<file path="src/rtl/decode_pkg.sv">
// Shared definitions for the RV32I/RV64I decode stage: opcodes, ALU encodings,
// immediate formats and the decoded control bundle.
package decode_pkg;

    localparam logic [6:0] OP_R      = 7'b0110011;
    localparam logic [6:0] OP_IMM    = 7'b0010011;
    localparam logic [6:0] OP_LOAD   = 7'b0000011;
    localparam logic [6:0] OP_STORE  = 7'b0100011;
    localparam logic [6:0] OP_BRANCH = 7'b1100011;
    localparam logic [6:0] OP_LUI    = 7'b0110111;
    localparam logic [6:0] OP_AUIPC  = 7'b0010111;
    localparam logic [6:0] OP_JAL    = 7'b1101111;
    localparam logic [6:0] OP_JALR   = 7'b1100111;

    localparam logic [3:0] ALU_AND     = 4'b0000;
    localparam logic [3:0] ALU_OR      = 4'b0001;
    localparam logic [3:0] ALU_ADD     = 4'b0010;
    localparam logic [3:0] ALU_SLL     = 4'b0011;
    localparam logic [3:0] ALU_SUB     = 4'b0100;
    localparam logic [3:0] ALU_SRL     = 4'b0101;
    localparam logic [3:0] ALU_SLTU    = 4'b0110;
    localparam logic [3:0] ALU_XOR     = 4'b0111;
    localparam logic [3:0] ALU_SLT     = 4'b1000;
    localparam logic [3:0] ALU_SRA     = 4'b1001;
    localparam logic [3:0] ALU_INVALID = 4'b1111;

    typedef enum logic [2:0] {IMM_I, IMM_S, IMM_B, IMM_U, IMM_J} imm_type_e;

    typedef struct packed {
        logic [4:0] rs1;
        logic [4:0] rs2;
        logic [4:0] rd;
        logic [3:0] alu_ctrl;
        logic       regwrite;
        logic       imm_sel;
        logic       mem_read;
        logic       mem_write;
        logic [2:0] mem_size;
        logic       branch;
        logic       jump;
        logic       pc_rel;
        logic       muldiv;
        logic       illegal;
    } decode_ctrl_t;

    localparam decode_ctrl_t CTRL_RESET = '{
        rs1: 5'd0, rs2: 5'd0, rd: 5'd0, alu_ctrl: ALU_INVALID,
        regwrite: 1'b0, imm_sel: 1'b0, mem_read: 1'b0, mem_write: 1'b0,
        mem_size: 3'd0, branch: 1'b0, jump: 1'b0, pc_rel: 1'b0,
        muldiv: 1'b0, illegal: 1'b0
    };

    // {funct7[5], funct3} -> ALU op; unlisted combinations map to ALU_INVALID
    function automatic logic [3:0] alu_from(input logic b5, input logic [2:0] f3);
        logic [3:0] w_alu;
        case ({b5, f3})
            4'b0000: w_alu = ALU_ADD;
            4'b1000: w_alu = ALU_SUB;
            4'b0001: w_alu = ALU_SLL;
            4'b0010: w_alu = ALU_SLT;
            4'b0011: w_alu = ALU_SLTU;
            4'b0100: w_alu = ALU_XOR;
            4'b0101: w_alu = ALU_SRL;
            4'b1101: w_alu = ALU_SRA;
            4'b0110: w_alu = ALU_OR;
            4'b0111: w_alu = ALU_AND;
            default: w_alu = ALU_INVALID;
        endcase
        return w_alu;
    endfunction

endpackage

</file>
<file path="src/rtl/decode_if.sv">
// Fetch-to-execute handshake bundle for the decode stage; master drives the
// fetch side and consumes the decoded bundle, slave is the stage itself.
interface decode_if #(
    parameter int XLEN  = 32,
    parameter int CNT_W = 16
);
    logic             flush;
    logic             in_valid;
    logic             in_ready;
    logic [31:0]      in_instr;
    logic [XLEN-1:0]  in_pc;
    logic             out_valid;
    logic             out_ready;
    logic [XLEN-1:0]  out_pc;
    logic [4:0]       out_rs1;
    logic [4:0]       out_rs2;
    logic [4:0]       out_rd;
    logic [XLEN-1:0]  out_imm;
    logic [3:0]       out_alu_ctrl;
    logic             out_regwrite;
    logic             out_imm_sel;
    logic             out_mem_read;
    logic             out_mem_write;
    logic [2:0]       out_mem_size;
    logic             out_branch;
    logic             out_jump;
    logic             out_pc_rel;
    logic             out_muldiv;
    logic             out_illegal;
    logic [CNT_W-1:0] illegal_count;

    modport master (
        output flush, in_valid, in_instr, in_pc, out_ready,
        input  in_ready, out_valid, out_pc, out_rs1, out_rs2, out_rd, out_imm,
               out_alu_ctrl, out_regwrite, out_imm_sel, out_mem_read, out_mem_write,
               out_mem_size, out_branch, out_jump, out_pc_rel, out_muldiv,
               out_illegal, illegal_count
    );

    modport slave (
        input  flush, in_valid, in_instr, in_pc, out_ready,
        output in_ready, out_valid, out_pc, out_rs1, out_rs2, out_rd, out_imm,
               out_alu_ctrl, out_regwrite, out_imm_sel, out_mem_read, out_mem_write,
               out_mem_size, out_branch, out_jump, out_pc_rel, out_muldiv,
               out_illegal, illegal_count
    );
endinterface

</file>
<file path="src/rtl/decode_comb.sv">
// Purely combinational RV32I/RV64I instruction decoder.
// DECODE_M_EXT_EN: when defined, R-type funct7=0000001 decodes as an M-extension op.
module decode_comb
    import decode_pkg::*;
#(
    parameter int XLEN = 32
) (
    input  logic [31:0]     i_instr,
    output decode_ctrl_t    o_ctrl,
    output logic [XLEN-1:0] o_imm
);
    localparam bit RV64 = (XLEN == 64);

    logic [6:0]   w_opcode;
    logic [6:0]   w_funct7;
    logic [2:0]   w_funct3;
    logic [4:0]   w_rd;
    logic [4:0]   w_rs1;
    logic [4:0]   w_rs2;
    logic         w_sh_lo;
    logic         w_sh_hi;
    logic         w_legal;
    imm_type_e    w_imm_type;
    decode_ctrl_t w_ctrl;
    logic [31:0]  w_imm32;

    assign w_opcode = i_instr[6:0];
    assign w_rd     = i_instr[11:7];
    assign w_funct3 = i_instr[14:12];
    assign w_rs1    = i_instr[19:15];
    assign w_rs2    = i_instr[24:20];
    assign w_funct7 = i_instr[31:25];

    // On RV64 instr[25] is shamt[5], so only the upper six bits qualify the shift
    assign w_sh_lo = RV64 ? (i_instr[31:26] == 6'b000000) : (w_funct7 == 7'b0000000);
    assign w_sh_hi = RV64 ? (i_instr[31:26] == 6'b010000) : (w_funct7 == 7'b0100000);

    always_comb begin
        w_ctrl          = '0;
        w_ctrl.alu_ctrl = ALU_ADD;
        w_imm_type      = IMM_I;
        w_legal         = 1'b0;
        case (w_opcode)
            OP_R: begin
                w_ctrl.rd       = w_rd;
                w_ctrl.rs1      = w_rs1;
                w_ctrl.rs2      = w_rs2;
                w_ctrl.regwrite = 1'b1;
                if (w_funct7 == 7'b0000000) begin
                    w_ctrl.alu_ctrl = alu_from(1'b0, w_funct3);
                    w_legal         = 1'b1;
                end else if (w_funct7 == 7'b0100000 &&
                             (w_funct3 == 3'b000 || w_funct3 == 3'b101)) begin
                    w_ctrl.alu_ctrl = alu_from(1'b1, w_funct3);
                    w_legal         = 1'b1;
                end
`ifdef DECODE_M_EXT_EN
                else if (w_funct7 == 7'b0000001) begin
                    w_ctrl.alu_ctrl = {1'b0, w_funct3};
                    w_ctrl.muldiv   = 1'b1;
                    w_legal         = 1'b1;
                end
`endif
            end
            OP_IMM: begin
                w_ctrl.rd       = w_rd;
                w_ctrl.rs1      = w_rs1;
                w_ctrl.regwrite = 1'b1;
                w_ctrl.imm_sel  = 1'b1;
                case (w_funct3)
                    3'b001: begin
                        w_ctrl.alu_ctrl = ALU_SLL;
                        w_legal         = w_sh_lo;
                    end
                    3'b101: begin
                        w_ctrl.alu_ctrl = i_instr[30] ? ALU_SRA : ALU_SRL;
                        w_legal         = w_sh_lo || w_sh_hi;
                    end
                    default: begin
                        w_ctrl.alu_ctrl = alu_from(1'b0, w_funct3);
                        w_legal         = 1'b1;
                    end
                endcase
            end
            OP_LOAD: begin
                w_ctrl.rd       = w_rd;
                w_ctrl.rs1      = w_rs1;
                w_ctrl.regwrite = 1'b1;
                w_ctrl.imm_sel  = 1'b1;
                w_ctrl.mem_read = 1'b1;
                w_ctrl.mem_size = w_funct3;
                case (w_funct3)
                    3'b000, 3'b001, 3'b010, 3'b100, 3'b101: w_legal = 1'b1;
                    3'b011, 3'b110:                         w_legal = RV64;
                    default:                                w_legal = 1'b0;
                endcase
            end
            OP_STORE: begin
                w_ctrl.rs1       = w_rs1;
                w_ctrl.rs2       = w_rs2;
                w_ctrl.imm_sel   = 1'b1;
                w_ctrl.mem_write = 1'b1;
                w_ctrl.mem_size  = w_funct3;
                w_imm_type       = IMM_S;
                case (w_funct3)
                    3'b000, 3'b001, 3'b010: w_legal = 1'b1;
                    3'b011:                 w_legal = RV64;
                    default:                w_legal = 1'b0;
                endcase
            end
            OP_BRANCH: begin
                w_ctrl.rs1    = w_rs1;
                w_ctrl.rs2    = w_rs2;
                w_ctrl.branch = 1'b1;
                w_imm_type    = IMM_B;
                w_legal       = 1'b1;
                case (w_funct3)
                    3'b000, 3'b001: w_ctrl.alu_ctrl = ALU_SUB;
                    3'b100, 3'b101: w_ctrl.alu_ctrl = ALU_SLT;
                    3'b110, 3'b111: w_ctrl.alu_ctrl = ALU_SLTU;
                    default:        w_legal         = 1'b0;
                endcase
            end
            OP_LUI, OP_AUIPC: begin
                w_ctrl.rd       = w_rd;
                w_ctrl.regwrite = 1'b1;
                w_ctrl.imm_sel  = 1'b1;
                w_ctrl.pc_rel   = (w_opcode == OP_AUIPC);
                w_imm_type      = IMM_U;
                w_legal         = 1'b1;
            end
            OP_JAL: begin
                w_ctrl.rd       = w_rd;
                w_ctrl.regwrite = 1'b1;
                w_ctrl.jump     = 1'b1;
                w_ctrl.pc_rel   = 1'b1;
                w_imm_type      = IMM_J;
                w_legal         = 1'b1;
            end
            OP_JALR: begin
                w_ctrl.rd       = w_rd;
                w_ctrl.rs1      = w_rs1;
                w_ctrl.regwrite = 1'b1;
                w_ctrl.jump     = 1'b1;
                w_ctrl.imm_sel  = 1'b1;
                w_legal         = (w_funct3 == 3'b000);
            end
            default: w_legal = 1'b0;
        endcase
        if (!w_legal || w_ctrl.alu_ctrl == ALU_INVALID) begin
            w_ctrl          = '0;
            w_ctrl.alu_ctrl = ALU_INVALID;
            w_ctrl.illegal  = 1'b1;
        end
    end

    always_comb begin
        w_imm32 = '0;
        case (w_imm_type)
            IMM_I:   w_imm32 = {{20{i_instr[31]}}, i_instr[31:20]};
            IMM_S:   w_imm32 = {{20{i_instr[31]}}, i_instr[31:25], i_instr[11:7]};
            IMM_B:   w_imm32 = {{19{i_instr[31]}}, i_instr[31], i_instr[7],
                                i_instr[30:25], i_instr[11:8], 1'b0};
            IMM_U:   w_imm32 = {i_instr[31:12], 12'b0};
            IMM_J:   w_imm32 = {{11{i_instr[31]}}, i_instr[31], i_instr[19:12],
                                i_instr[20], i_instr[30:21], 1'b0};
            default: w_imm32 = '0;
        endcase
    end

    assign o_ctrl = w_ctrl;
    assign o_imm  = XLEN'($signed(w_imm32));

endmodule

</file>
<file path="src/rtl/decode_stage.sv">
// Registered decode stage: valid/ready output register around decode_comb,
// pipeline flush and a saturating illegal-instruction counter.
module decode_stage
    import decode_pkg::*;
#(
    parameter int XLEN  = 32,
    parameter int CNT_W = 16
) (
    input  logic    clk,
    input  logic    rst_n,
    decode_if.slave bus
);
    decode_ctrl_t     w_dec;
    logic [XLEN-1:0]  w_imm;
    logic             w_in_ready;
    logic             w_accept;

    decode_ctrl_t     r_ctrl;
    logic             r_valid;
    logic [XLEN-1:0]  r_pc;
    logic [XLEN-1:0]  r_imm;
    logic [CNT_W-1:0] r_count;

    decode_comb #(.XLEN(XLEN)) u_comb (
        .i_instr (bus.in_instr),
        .o_ctrl  (w_dec),
        .o_imm   (w_imm)
    );

    assign w_in_ready = !r_valid || bus.out_ready;
    // A transfer in the same cycle as a flush is dropped entirely
    assign w_accept   = bus.in_valid && w_in_ready && !bus.flush;

    always_ff @(posedge clk or negedge rst_n) begin
        if (!rst_n) begin
            r_valid <= 1'b0;
            r_ctrl  <= CTRL_RESET;
            r_pc    <= '0;
            r_imm   <= '0;
            r_count <= '0;
        end else begin
            if (bus.flush) begin
                r_valid <= 1'b0;
            end else if (w_accept) begin
                r_valid <= 1'b1;
            end else if (bus.out_ready) begin
                r_valid <= 1'b0;
            end
            if (w_accept) begin
                r_ctrl <= w_dec;
                r_pc   <= bus.in_pc;
                r_imm  <= w_imm;
                if (w_dec.illegal && (r_count != {CNT_W{1'b1}})) begin
                    r_count <= r_count + CNT_W'(1);
                end
            end
        end
    end

    assign bus.in_ready      = w_in_ready;
    assign bus.out_valid     = r_valid;
    assign bus.out_pc        = r_pc;
    assign bus.out_imm       = r_imm;
    assign bus.out_rs1       = r_ctrl.rs1;
    assign bus.out_rs2       = r_ctrl.rs2;
    assign bus.out_rd        = r_ctrl.rd;
    assign bus.out_alu_ctrl  = r_ctrl.alu_ctrl;
    assign bus.out_regwrite  = r_ctrl.regwrite;
    assign bus.out_imm_sel   = r_ctrl.imm_sel;
    assign bus.out_mem_read  = r_ctrl.mem_read;
    assign bus.out_mem_write = r_ctrl.mem_write;
    assign bus.out_mem_size  = r_ctrl.mem_size;
    assign bus.out_branch    = r_ctrl.branch;
    assign bus.out_jump      = r_ctrl.jump;
    assign bus.out_pc_rel    = r_ctrl.pc_rel;
    assign bus.out_muldiv    = r_ctrl.muldiv;
    assign bus.out_illegal   = r_ctrl.illegal;
    assign bus.illegal_count = r_count;

endmodule

</file>
<file path="src/flat_wrapper.sv">
// flat-port wrapper written by rule: the top's interface ports become plain ports
module decode_stage_flat import decode_pkg::*;
#(
    parameter int XLEN  = 32,
    parameter int CNT_W = 16
)
  (clk, rst_n, bus_flush, bus_in_valid, bus_in_instr, bus_in_pc, bus_out_ready, bus_in_ready, bus_out_valid, bus_out_pc, bus_out_rs1, bus_out_rs2, bus_out_rd, bus_out_imm, bus_out_alu_ctrl, bus_out_regwrite, bus_out_imm_sel, bus_out_mem_read, bus_out_mem_write, bus_out_mem_size, bus_out_branch, bus_out_jump, bus_out_pc_rel, bus_out_muldiv, bus_out_illegal, bus_illegal_count);
  decode_if #(.XLEN(XLEN), .CNT_W(CNT_W)) bus_i ();
  input  logic clk;
  input  logic rst_n;
  input wire logic [$bits(bus_i.flush)-1:0] bus_flush;
  input wire logic [$bits(bus_i.in_valid)-1:0] bus_in_valid;
  input wire logic [$bits(bus_i.in_instr)-1:0] bus_in_instr;
  input wire logic [$bits(bus_i.in_pc)-1:0] bus_in_pc;
  input wire logic [$bits(bus_i.out_ready)-1:0] bus_out_ready;
  output wire logic [$bits(bus_i.in_ready)-1:0] bus_in_ready;
  output wire logic [$bits(bus_i.out_valid)-1:0] bus_out_valid;
  output wire logic [$bits(bus_i.out_pc)-1:0] bus_out_pc;
  output wire logic [$bits(bus_i.out_rs1)-1:0] bus_out_rs1;
  output wire logic [$bits(bus_i.out_rs2)-1:0] bus_out_rs2;
  output wire logic [$bits(bus_i.out_rd)-1:0] bus_out_rd;
  output wire logic [$bits(bus_i.out_imm)-1:0] bus_out_imm;
  output wire logic [$bits(bus_i.out_alu_ctrl)-1:0] bus_out_alu_ctrl;
  output wire logic [$bits(bus_i.out_regwrite)-1:0] bus_out_regwrite;
  output wire logic [$bits(bus_i.out_imm_sel)-1:0] bus_out_imm_sel;
  output wire logic [$bits(bus_i.out_mem_read)-1:0] bus_out_mem_read;
  output wire logic [$bits(bus_i.out_mem_write)-1:0] bus_out_mem_write;
  output wire logic [$bits(bus_i.out_mem_size)-1:0] bus_out_mem_size;
  output wire logic [$bits(bus_i.out_branch)-1:0] bus_out_branch;
  output wire logic [$bits(bus_i.out_jump)-1:0] bus_out_jump;
  output wire logic [$bits(bus_i.out_pc_rel)-1:0] bus_out_pc_rel;
  output wire logic [$bits(bus_i.out_muldiv)-1:0] bus_out_muldiv;
  output wire logic [$bits(bus_i.out_illegal)-1:0] bus_out_illegal;
  output wire logic [$bits(bus_i.illegal_count)-1:0] bus_illegal_count;
  assign bus_i.flush = bus_flush;
  assign bus_i.in_valid = bus_in_valid;
  assign bus_i.in_instr = bus_in_instr;
  assign bus_i.in_pc = bus_in_pc;
  assign bus_i.out_ready = bus_out_ready;
  assign bus_in_ready = bus_i.in_ready;
  assign bus_out_valid = bus_i.out_valid;
  assign bus_out_pc = bus_i.out_pc;
  assign bus_out_rs1 = bus_i.out_rs1;
  assign bus_out_rs2 = bus_i.out_rs2;
  assign bus_out_rd = bus_i.out_rd;
  assign bus_out_imm = bus_i.out_imm;
  assign bus_out_alu_ctrl = bus_i.out_alu_ctrl;
  assign bus_out_regwrite = bus_i.out_regwrite;
  assign bus_out_imm_sel = bus_i.out_imm_sel;
  assign bus_out_mem_read = bus_i.out_mem_read;
  assign bus_out_mem_write = bus_i.out_mem_write;
  assign bus_out_mem_size = bus_i.out_mem_size;
  assign bus_out_branch = bus_i.out_branch;
  assign bus_out_jump = bus_i.out_jump;
  assign bus_out_pc_rel = bus_i.out_pc_rel;
  assign bus_out_muldiv = bus_i.out_muldiv;
  assign bus_out_illegal = bus_i.out_illegal;
  assign bus_illegal_count = bus_i.illegal_count;
  decode_stage #(.XLEN(XLEN), .CNT_W(CNT_W)) u_core (.clk(clk), .rst_n(rst_n), .bus(bus_i));
endmodule
</file>
<file path="config.mk">
export PLATFORM = sky130hd
export DESIGN_NAME = decode_stage_flat
export DESIGN_NICKNAME = d
export VERILOG_FILES = /design/src/rtl/decode_pkg.sv /design/src/rtl/decode_if.sv /design/src/rtl/decode_comb.sv /design/src/rtl/decode_stage.sv /design/src/flat_wrapper.sv
export SDC_FILE = /design/constraint.sdc
export NUM_CORES = 1
export LEC_CHECK = 0
export ABC_AREA = 1
export BUFFER_PORTS_ARGS = -buffer_cell sky130_fd_sc_hd__buf_2
export CAP_MARGIN = 20
export CORE_MARGIN = 2
export CORE_UTILIZATION = 35
export DETAILED_ROUTE_END_ITERATION = 12
export PLACE_DENSITY_LB_ADDON = 0.08
export SYNTH_ARGS = -nofsm -noshare
export SYNTH_HDL_FRONTEND = slang
export SYNTH_SLANG_ARGS = --single-unit
</file>
<file path="constraint.sdc">
create_clock -name clk -period 1.7 [get_ports clk]
set_clock_uncertainty 0.1 [all_clocks]
set_input_delay 0.34 -clock clk [delete_from_list [all_inputs] [get_ports clk]]
set_output_delay 0.34 -clock clk [all_outputs]
set_load 0.05 [all_outputs]
</file>
; ---- After elaboration in Yosys (flattened, before gate mapping)
; Memories as Yosys holds them, arrays and structs flattened.
; Cells that the tools add are included.
[classes]
n_eq_ne = 22
n_reduce_logical = 30
addsub = 1
n_mux = 31
[ops]
columns = cell, n
row1 = one-hot mux 32 bit (5 select lines), 1
row2 = two-way mux 31 bit, 1
row3 = "== test 7 x 6 -> 1 bit, second input constant", 4
row4 = one-hot mux 4 bit (3 select lines), 2
row5 = "== test 7 bit, second input constant", 3
row6 = OR reduction 6 bit, 3
row7 = "adder 16 x 1 -> 16 bit, second input constant", 1
row8 = "!= test 16 bit, second input constant", 1
row9 = one-hot mux 4 bit (2 select lines), 2
row10 = "== test 3 bit, second input constant", 5
row11 = two-way mux 5 bit, 3
row12 = "== test 7 x 5 -> 1 bit, second input constant", 2
row13 = two-way mux 1 bit, 14
row14 = two-way mux 4 bit, 3
row15 = one-hot mux 3 bit (4 select lines), 1
row16 = OR reduction 2 bit, 6
row17 = "== test 3 x 2 -> 1 bit, second input constant", 3
row18 = OR reduction 3 bit, 3
row19 = "== test 7 x 2 -> 1 bit, second input constant", 1
row20 = logical NOT 7 bit, 1
row21 = one-hot mux 1 bit (7 select lines), 1
row22 = OR reduction 7 bit, 1
row23 = "== test 3 x 1 -> 1 bit, second input constant", 2
row24 = logical NOT 3 bit, 2
row25 = 9 further kinds, 18
[word_totals]
ff_bits = 112
out_inout_bits = 113
in_bits = 69
word_cells = 104
mem_count = 2
mem_bits_ro = 64
[mem_list]
columns = memory, depth, word_bits, read_ports, rd_clocked_by_memory_dff, write_ports, line_no
row1 = (name not given), 8, 4, 1, 0, 0, decode_pkg.sv:56  ; case ({b5, f3})
row2 = (name not given), 8, 4, 1, 0, 0, decode_pkg.sv:56

; ---- Longest topological paths before layout
; Gate-level depths: netlist (run 1).
[depth]
depth_word = 11
ltp_mapped = 14
depth_no_buf = 12

; ---- Modules after synthesis
; From an unflattened synthesis (run 1), not the netlist that was laid out.
[hier_totals]
cells_unflattened = 802
hier_area_um2 = 6072.1
[modules_own_cells]
columns = mod, cells_per_inst, n_inst, seq_area_each_um2, area_per_inst_um2
row1 = decode_stage, 555, 1, 2807.7, 4667.0
row2 = decode_comb, 247, 1, 0.0, 1405.1

; ---- Worst setup path after synthesis (run 1)
; Ideal clock, no wire load.
[synth_path]
kind = flip-flop to flip-flop
from = register u_core.r_count[0] (netlist: u_core.bus.illegal_count[0])
to = register u_core.r_count[3] (netlist: u_core.bus.illegal_count[3])
required_time_ps = 1480
path_slack_ps = -503
path_stages_with_launch = 10
setup_ps = 120
period_less_slack_ps = 2203
n_path_buf = 1
t_arrival_ps = 1983
cell_sequence = dfrtp_1 > ha_1 > nand3_1 > inv_1 > nand2_1 > nor3_1 > nand2_1 > clkbuf_1 > nand4_1 > nand2_1
[synth_between]
elab_chain_cells = 3
elab_cells_between_ends = 4
classes_between = add/sub: 1 / eq/ne: 1 / reduce/logical: 2
[synth_lines]
columns = element, line_no
row1 = start: declaration, decode_stage.sv:22  ; logic [CNT_W-1:0] r_count;
row2 = start signal: assignment, decode_stage.sv:54  ; r_count <= r_count + CNT_W'(1);
row3 = "parallel branches: the longest is 3 deep, another holds adder 16 x 1 -> 16 bit", n/a
; Several ways; the timed one is not identified.
; A chain may end at the register's enable or synchronous reset.

; ---- Worst setup path in the final report (run 1)
[layout_path]
from = register u_core.r_valid (netlist: u_core.bus.out_valid)
to = output port bus_in_ready
[layout_between]
elab_chain_cells = 2
[layout_lines]
columns = element, line_no
row1 = start: declaration, decode_stage.sv:19  ; logic r_valid;
row2 = start signal: assignment, decode_stage.sv:36  ; r_valid <= 1'b0;
row3 = start signal: assignment, decode_stage.sv:43  ; r_valid <= 1'b0;
row4 = start signal: assignment, decode_stage.sv:45  ; r_valid <= 1'b1;
row5 = logical NOT 1 bit, decode_stage.sv:30  ; assign w_in_ready = !r_valid || bus.out_ready;
row6 = logical OR 1 bit, decode_stage.sv:30
row7 = end: declaration, flat_wrapper.sv:16  ; output wire logic [$bits(bus_i.in_ready)-1:0] bus_in_ready;
; No other way between the ends.

==> flow_results.org, run 1 <==
** Clock tree
- The H-tree generated during clock tree synthesis spans 3 levels.
- Clock latency on the worst-skew pair, taken at its later pin, is roughly 0.35 ns.
- TritonCTS clock tree :: done
- Num Clock Sinks :: 111
- Clock tree synthesis selected as its root buffer the cell sky130_fd_sc_hd__clkbuf_16.
- Total CTS buffers :: 9
- Clk pin slew, worst setup/hold paths :: about 0.080 ns
- Longest Clk Path Bufs :: 2

** Global route
- Pin count of the biggest net entering global routing :: approximately 80
- Wire length of the first global-routing pass :: 26300 um
- Antenna violations before repair :: 0
- Global-route total usage across every layer :: about a fifth
- Summed over all layers, the global routing overflow is 0.
- The number of global-route vias before repair is about 5.3k.

** Placement
- Summed over all nets, the half-perimeter wirelength after detailed placement is about 12000 um.
- Port-buffer cells :: 180
- RePlAce Congestion :: 0.845
- Post-detailed-placement cell area :: 0.00732 mm2

** Floorplanning
- Pin placement for this block handled about 180 I/O pins.
- In this run the standard cell core region covers 0.0153 mm2.
- Starting density of the core :: a little over a third
- Row count :: 45
- Vertical die dimension :: 129 um
- Horizontal die dimension :: between 100 and 150 um
- The floorplan step defined a die boundary enclosing roughly 0.017 mm2.

** Finish
- Fill cells in the final layout number approximately 1.5k.
- Area of all placed cells without fillers :: roughly 0.0077 mm2
- Fraction of layout instances using a drive strength above 1 :: 39.9%
- The repair_antennas step left the layout with diodes totalling 0.
- At the end of the flow, the number of nets in the layout was ~1.0k.
- Post-synthesis to final-layout area growth :: 41.6%

** Worst setup path
- STA classifies the critical path startpoint as a flip-flop.
- The setup path with the least slack is of type reg -> out.
- Top fanout value on the critical path :: 2
- STA puts the critical path data arrival time at 1.18 ns.
- CP Capture Type :: output pin
- Required @ worst endpoint :: 1.26 ns

** Route
- Sum of routed wire segments on met1 :: slightly below 8000 um
- Total detailed-routing wirelength :: between 15000 and 20000 um
- Remaining antenna violation count :: 0
- Dividing the detail-routed wire length by the instance count gives between 10 and 15 um.
- Before antenna repair, the detailed router went through 5 iterations.
- Met2 layer wire length in the routed design :: roughly 7800 um
- Post-detailed-route via-to-cell ratio :: ~4.7
- Top routing layer used :: met4
- In the routed design, unresolved DRC markers number 0.
- Detailed router's first-iteration violation count :: between 200 and 300
- Summed over all nets, wire length on met3 after detailed routing comes to a little under 900 um.
- The final route contains approximately 5.4k vias.

** Synth
- The Yosys step of the flow raised 0 warnings.
- Most frequently used cell type in the post-synthesis netlist :: sky130_fd_sc_hd__nand2_1
- Of all flip-flops after synthesis, the portion carrying an async set or reset was 100%.
- After synthesis, the mean cell area works out to 8.12 um2.
- Yosys mapped a number of flops with a built-in enable equal to 0.
- Summed over its instances, the top area cell type makes up approximately half of the synthesized netlist area.
- Cells after Synth :: 673
- Yosys attributes the largest share of cell area to sky130_fd_sc_hd__dfrtp_1, sky130_fd_sc_hd__nand2_1, sky130_fd_sc_hd__nand4_1.
- Sorting the synthesized cells by how often they occur yields sky130_fd_sc_hd__nand2_1, sky130_fd_sc_hd__dfrtp_1, sky130_fd_sc_hd__inv_1.
- Netlist cell types :: 41
- FF+latch count, synth :: about 110
- The number of nets handed over by synthesis was 747.
- The biggest area contributor in the post-synthesis netlist is sky130_fd_sc_hd__dfrtp_1.
- The synthesized netlist occupies a cell area of around 0.0055 mm2.
- In the synthesized netlist the dominant register cell turns out to be sky130_fd_sc_hd__dfrtp_1.
- Sequential-to-total area share from yosys stat :: between 50% and 60%

** Min path
- The tightest min-delay check is of the in -> reg type.

** Pwr
- Total power divided by cell area :: a little under 1000 mW/mm2
- For this design the static power due to leakage is approximately 4.2 nW.
- Worst ir drop on vdd :: 485 uV

** Outcome
- The run finished with clean final reports.

** STA
- Setup violations, final :: 0
- The number of slew-limit violations in the final report is 0.
- Final worst path period share :: 95.4%
- Upper clock frequency limit :: 0.616 GHz
- The hold violation total from the final report was 0.
- Unrepaired setup endpoints after global routing :: true
- Shortest clock period the worst path allows after layout :: 1.62 ns
- Hold timing on the final database bottoms out at a slack of ~0.075 ns.

** Run
- The tool flagged a number of max-cap violations equal to 0.
## layer usage
metal | vias up | track usage [%]
li1 | 2673 | -
met1 | 2544 | 27.0
met2 | 160 | 32.6
met3 | 23 | 3.45
met4 | 0 | 7.35
met5 | - | 0
## critical path: stages, from the launching register on
cell and delay, ns:
sky130_fd_sc_hd__dfrtp_2 0.40, sky130_fd_sc_hd__inv_1 0.06, sky130_fd_sc_hd__nor2_2 0.05, sky130_fd_sc_hd__inv_1 0.06
sky130_fd_sc_hd__buf_2 0.26
## final timing paths
path	start	end	slack, ns	cells after the start
worst max-delay path	u_core.bus.out_valid$_DFFE_PN0P_	bus_in_ready	0.08	4
min in group asynchronous	rst_n	u_core.bus.out_imm[7]$_DFFE_PN0P_	0.43	3
max in group asynchronous	rst_n	u_core.bus.illegal_count[10]$_DFFE_PN0P_	0.65	3
worst min register to register	u_core.bus.out_alu_ctrl[3]$_DFFE_PN1P_	u_core.bus.out_alu_ctrl[3]$_DFFE_PN1P_	0.37	2
worst min-delay path	bus_flush	u_core.bus.out_valid$_DFFE_PN0P_	0.08	2
worst max register to register	u_core.bus.out_valid$_DFFE_PN0P_	u_core.bus.illegal_count[10]$_DFFE_PN0P_	0.08	8
## power by group
group / total, W / internal (W) / switching, W
registers: 0.00313 / 0.00294 / 0.000196
clock network: 0.00205 / 0.00101 / 0.00103
logic: 0.00228 / 0.000599 / 0.00168
## flip-flops by register name, indices dropped and copies added (netlist names), 3 cells and up
name,flops
u_core.bus.out_rs2,5
u_core.bus.out_imm,32
u_core.bus.out_rd,5
u_core.bus.out_mem_size,3
u_core.bus.illegal_count,16
u_core.bus.out_alu_ctrl,4
u_core.bus.out_rs1,5
u_core.bus.out_pc,32
## what timing repair did
item,CTS,global route
setup buffers,0,2
gates resized for setup,2,17
gates cloned,0,2
endpoints found under the hold margin,107,0
hold buffers,1,0
pin swaps,0,6
endpoints found under the setup margin,12,38
## through the flow
stage | worst slack, ns | cells | setup TNS [ns] | utilization (%) | power, W
final | 0.0774 | 1143 | 0 | 50.7 | 0.00746
after floorplan | -0.0972 | 673 | -6.13 | - | 0.00470
after detailed placement | -0.403 | 1122 | -16.23 | 48.0 | 0.00545
after global routing | -0.0366 | 1143 | -0.0682 | 50.7 | 0.00784
after global placement | -0.366 | 1122 | -14.44 | 48.0 | 0.00542
after CTS | 0.0270 | 1139 | 0 | 49.9 | 0.00752
## area by class of cell
type	count	area (um2)	share of cell area, %
Timing Repair Buffer	269	1620	20.9
Multi-Input combinational cell	484	2570	33.2
Clock buffer	9	225	2.91
Sequential cell	111	2800	36.2
Inverter	52	210	2.72
Tap cell	211	264	3.41
Clock inverter	7	56.3	0.728
## cells by family (layout without fill, tap and decap cells)
group / Yosys count / count (layout) / synth area share, %
and+or+nand+nor: 391 / 393 / 31.4
buffers and inverters: 80 / 337 / 6.07
adders and majority gates: 5 / 5 / 1.14
xor gates and xnor gates: 12 / 12 / 1.92
DFF: 111 / 111 / 50.9
AOI/OAI and AO/OA: 73 / 73 / 8.52
other: 1 / 1 / 0.0686
## cell usage in the layout (no fill, tap or decap), types with 14 or more instances in the layout
| cell | netlist | layout |
|---|---|---|
| sky130_fd_sc_hd__buf_4 | 3 | 85 |
| sky130_fd_sc_hd__nand3_1 | 26 | 24 |
| sky130_fd_sc_hd__inv_1 | 41 | 37 |
| sky130_fd_sc_hd__nand2_1 | 270 | 263 |
| sky130_fd_sc_hd__o211ai_1 | 14 | 14 |
| sky130_fd_sc_hd__nor2_1 | 39 | 31 |
| sky130_fd_sc_hd__nand4_1 | 27 | 27 |
| sky130_fd_sc_hd__o21ai_0 | 28 | 28 |
| sky130_fd_sc_hd__dfrtp_1 | 107 | 95 |
| sky130_fd_sc_hd__buf_2 | 1 | 179 |
No activity file was read; power rests on OpenSTA's default activity.
==> run 2: changes to the inputs <==
--- a/config.mk
+++ b/config.mk
@@ -14,4 +14,5 @@
 export PLACE_DENSITY_LB_ADDON = 0.08
 export SYNTH_ARGS = -nofsm -noshare
 export SYNTH_HDL_FRONTEND = slang
+export SYNTH_HIERARCHICAL = 1
 export SYNTH_SLANG_ARGS = --single-unit
==> run 2 against run 1 <==
Non-clock buffer count is 12 lower; first-iteration DRC count decreased by 9.6%; setup slack worse by 0.0054 ns; area after synthesis grew 11%; via count up 1.9%; count of clock-buffer cells in the layout is 1 higher; hold slack got worse by 0.023 ns; critical path type is now in -> reg; sequential power about the same; design area increased by 5.6%.
==> flow_results.org, run 2 <==
** Outcome
- Run status :: finished clean

** Global route
- Entering global routing, the biggest net connects 63 pins.
- Wire length of the first global-routing pass :: roughly 27000 um
- The number of global-route vias before repair came to approximately 5.2k.
- The number of antenna violations at the first check in global routing was 0.
- Global-route total usage across every layer :: 18.8%
- Total overflow reported by the global router :: 0

** Worst setup path
- The largest individual stage delay along the critical path comes from the cell sky130_fd_sc_hd__a21oi_4.
- Maximum cell stage delay along the critical path :: about 0.19 ns
- The critical path in this run is classified as in -> reg.
- Counting both buffers and inverters, the worst setup path holds a total of 5.
- Data arrival time at the worst-slack endpoint :: about 1.8 ns
- Of all nets on the critical path, the largest fanout is 5.
- STA classifies the critical path endpoint as a flip-flop.
- Cell repeated most along the worst path :: sky130_fd_sc_hd__nor2_8
- On the critical path the largest part of the delay comes from simple AND/OR/NAND/NOR gates.
- Crit start category :: input port
- For flop-to-flop paths, the worst setup slack is roughly 0.14 ns.
- Required @ worst endpoint :: between 1.5 and 2 ns
- Series of cell instances along the critical path :: buf_2 > inv_4 > nand2_4 > nor2_8 > nand2_2 > nor2_4 > nor2_4 > nand3_4 > nor2_8 > inv_8 > nor2_8 > inv_2 > a21oi_4 > clkbuf_16 > nand2_1 > nand2_1

** Synth
- Top post-synthesis cells by area :: sky130_fd_sc_hd__dfrtp_1, sky130_fd_sc_hd__nand2_1, sky130_fd_sc_hd__nor2_4
- Cells after Synth :: 802
- In this run the mean area of a mapped cell was between 7 and 8 um2.
- Warning count from the yosys run :: 6
- Of all flip-flops after synthesis, the portion carrying an async set or reset was between 90% and 100%.
- Cell area after synthesis :: 0.00607 mm2
- Leading register cell type out of synthesis :: sky130_fd_sc_hd__dfrtp_1
- sky130_fd_sc_hd__nand2_1 is the most common cell in the netlist.
- Netlist cell types :: 32
- The commonest cells after synthesis are sky130_fd_sc_hd__nand2_1, sky130_fd_sc_hd__dfrtp_1, sky130_fd_sc_hd__inv_1.
- Total nets after synthesis :: about 880
- The largest total area in the synthesized netlist belongs to sky130_fd_sc_hd__dfrtp_1.
- After synthesis, flip-flops and latches occupy 46.2% of the total area.
- Counting flops and latches in the post-synthesis netlist gives between 100 and 150.
- Number of synthesized flops with an enable pin :: 0
- The synthesized design devotes to its leading area cell type 44.5% of total area.

** Route
- Number of vias after detailed routing :: approximately 5.5k
- In the final routed layout, each cell accounts on average for ~14 um.
- Total detailed-routing wirelength :: 17200 um
- In this run the remaining antenna-violating nets after routing total 0.
- The first routing iteration left between 200 and 300 violations.
- Number of DRC violations after detailed routing :: 0
- Using the TritonRoute via totals, the vias-per-cell ratio works out to about 4.3.
- DR pass1 iterations :: 4

** Pwr
- Leakage component of the power :: ~4.6 nW
- Total power divided by cell area :: 921 mW/mm2
- Worst ir drop on vdd :: around 500 uV

** Clock tree
- Total CTS buffers :: 9
- At the later pin of the worst-skew pair, clock insertion delay measures roughly 0.35 ns.
- TritonCTS clock tree :: done
- No sink is reached through more buffers than the 2 on the longest clock path.
- Num Clock Sinks :: roughly 110
- Clock-pin slew was measured on the worst setup and hold paths at roughly 0.070 ns.
- Clk root buf :: sky130_fd_sc_hd__clkbuf_16
- The H-tree generated during clock tree synthesis spans 3 levels.

** STA
- Setup ws final :: about 0.07 ns
- Count of final hold-check violations :: 0
- Hold Slack :: ~0.053 ns
- The number of slew-limit violations in the final report is 0.
- Shortest clock period the worst path allows after layout :: 1.63 ns
- Setup violations remaining at the end of the flow were counted as 0.
- The final critical path takes up 95.8% of the cycle.
- Upper clock frequency limit :: slightly above 0.6 GHz

** Placement
- Detailed placement ended at an HPWL of about 13000 um.
- Summing all placed instances gives a cell area of ~0.0077 mm2.
- Setup slack after placement :: -0.595 ns
- Port-buffer cells :: 181
- RePlAce Congestion :: 0.843

** Finish
- Most used cells in the layout excluding fill and tap cells :: sky130_fd_sc_hd__nand2_1, sky130_fd_sc_hd__buf_2, sky130_fd_sc_hd__dfrtp_1, sky130_fd_sc_hd__buf_4, sky130_fd_sc_hd__inv_1
- After routing the design area is 0.00817 mm2.
- N_diodes :: 0
- Fraction of layout instances using a drive strength above 1 :: between 30% and 40%
- The library cell used most frequently in the layout, excluding fill and tap cells, is sky130_fd_sc_hd__nand2_1.
- Number of nets in the layout :: approximately 1.1k
- The area growth from synthesis to layout is 34.6%.
- Fill cells :: roughly 1.8k

** Min path
- The worst hold path belongs to the class in -> reg.

** Floorplanning
- Once the floorplan was initialized, standard cells occupied a little over a third of the core.
- The floorplan has 48 rows.
- Total I/O pin count :: around 180
- Horizontal die dimension :: 136 um
- Vertical die dimension :: approximately 140 um
- The floorplan step defined a die boundary enclosing around 0.018 mm2.
- The core region is about 0.017 mm2.

** Run
- Number of maximum-capacitance violations :: 0
==> run 2: cell count changes after synthesis, sizes merged, moves of 9 or more <==
cell and change:
nand2 +166, nor2 +28, nand4 -20, o211ai -13, buf +12, o21ai -11
clkbuf -9
==> run 2: what timing repair did <==
item                                   4_1_cts  5_1_grt
gates cloned                                 0        1
setup endpoints to repair                   21       23
pin swaps                                    0       14
hold buffers                                 1        0
endpoints found under the hold margin      108        0
buffers inserted                             1        5
resized for setup                            4       29
==> run 2: logic make-up after synthesis <==
kind of cell / count (synthesis) / synth area share (%)
AND/OR/NAND/NOR: 553 / 41.8
adder cells (fa/ha/maj): 5 / 1.03
buffers and inverters: 86 / 6.66
XOR/XNOR: 6 / 0.865
other: 1 / 0.0618
flip-flops: 112 / 46.2
AO/OA/AOI/OAI: 39 / 3.38
==> run 2: cell type report <==
type / instances / area [um2] / area share, %
multi-input cells: 604 / 2970 / 36.3
clock buffers: 10 / 239 / 2.92
repair buffers: 257 / 1600 / 19.6
flip-flops and latches: 112 / 2810 / 34.4
inverters: 55 / 234 / 2.86
well taps: 225 / 282 / 3.44
clock inverters: 5 / 42.5 / 0.521
==> run 2: metrics by stage <==
step	utilization, %	setup TNS (ns)	total power (W)	cells
final	47.7	0	0.00753	1268
after global routing	47.7	-0.0184	0.00792	1268
after floorplan	-	-3.93	0.00480	802
after CTS	46.9	0	0.00759	1263
after detailed placement	45.0	-18.12	0.00549	1246
after global placement	45.0	-17.06	0.00549	1246
==> run 2: worst reg2reg max path: cells and delay by family, from the launching register on <==
| family | cells | cell delay (ns) |
|---|---|---|
| compound gates | 1 | 0.09 |
| simple gates | 5 | 0.71 |
| fa+ha+maj | 1 | 0.24 |
| flops | 1 | 0.35 |
==> run 2: power by group <==
part	switching (W)	internal [W]	leakage [nW]	total (W)
combinational	0.00174	0.000597	3.00	0.00234
sequential	0.000175	0.00296	1.44	0.00314
clock	0.00101	0.00104	0.129	0.00205
==> run 2: worst paths after layout <==
check	from	end	cells past startpoint
max in group asynchronous	rst_n	u_core/bus.out_alu_ctrl[2]$_DFFE_PN1P_	3
min in group asynchronous	rst_n	u_core/bus.illegal_count[5]$_DFFE_PN0P_	2
max	bus_in_instr[4]	u_core/bus.illegal_count[10]$_DFFE_PN0P_	16
min reg2reg	u_core/bus.out_alu_ctrl[1]$_DFFE_PN1P_	u_core/bus.out_alu_ctrl[1]$_DFFE_PN1P_	2
min	bus_flush	u_core/bus.out_valid$_DFFE_PN0P_	2
max reg2reg	u_core/bus.illegal_count[0]$_DFFE_PN0P_	u_core/bus.illegal_count[6]$_DFFE_PN0P_	7
==> run 2: routing by layer <==
metal / share of wire (%) / vias to the layer above / global-route usage, %
li1: - / 2905 / -
met1: 49 / 2441 / 27.0
met2: 44 / 140 / 28.7
met3: 5.2 / 16 / 3.55
met4: 1.7 / 0 / 5.90
met5: 0 / - / 0
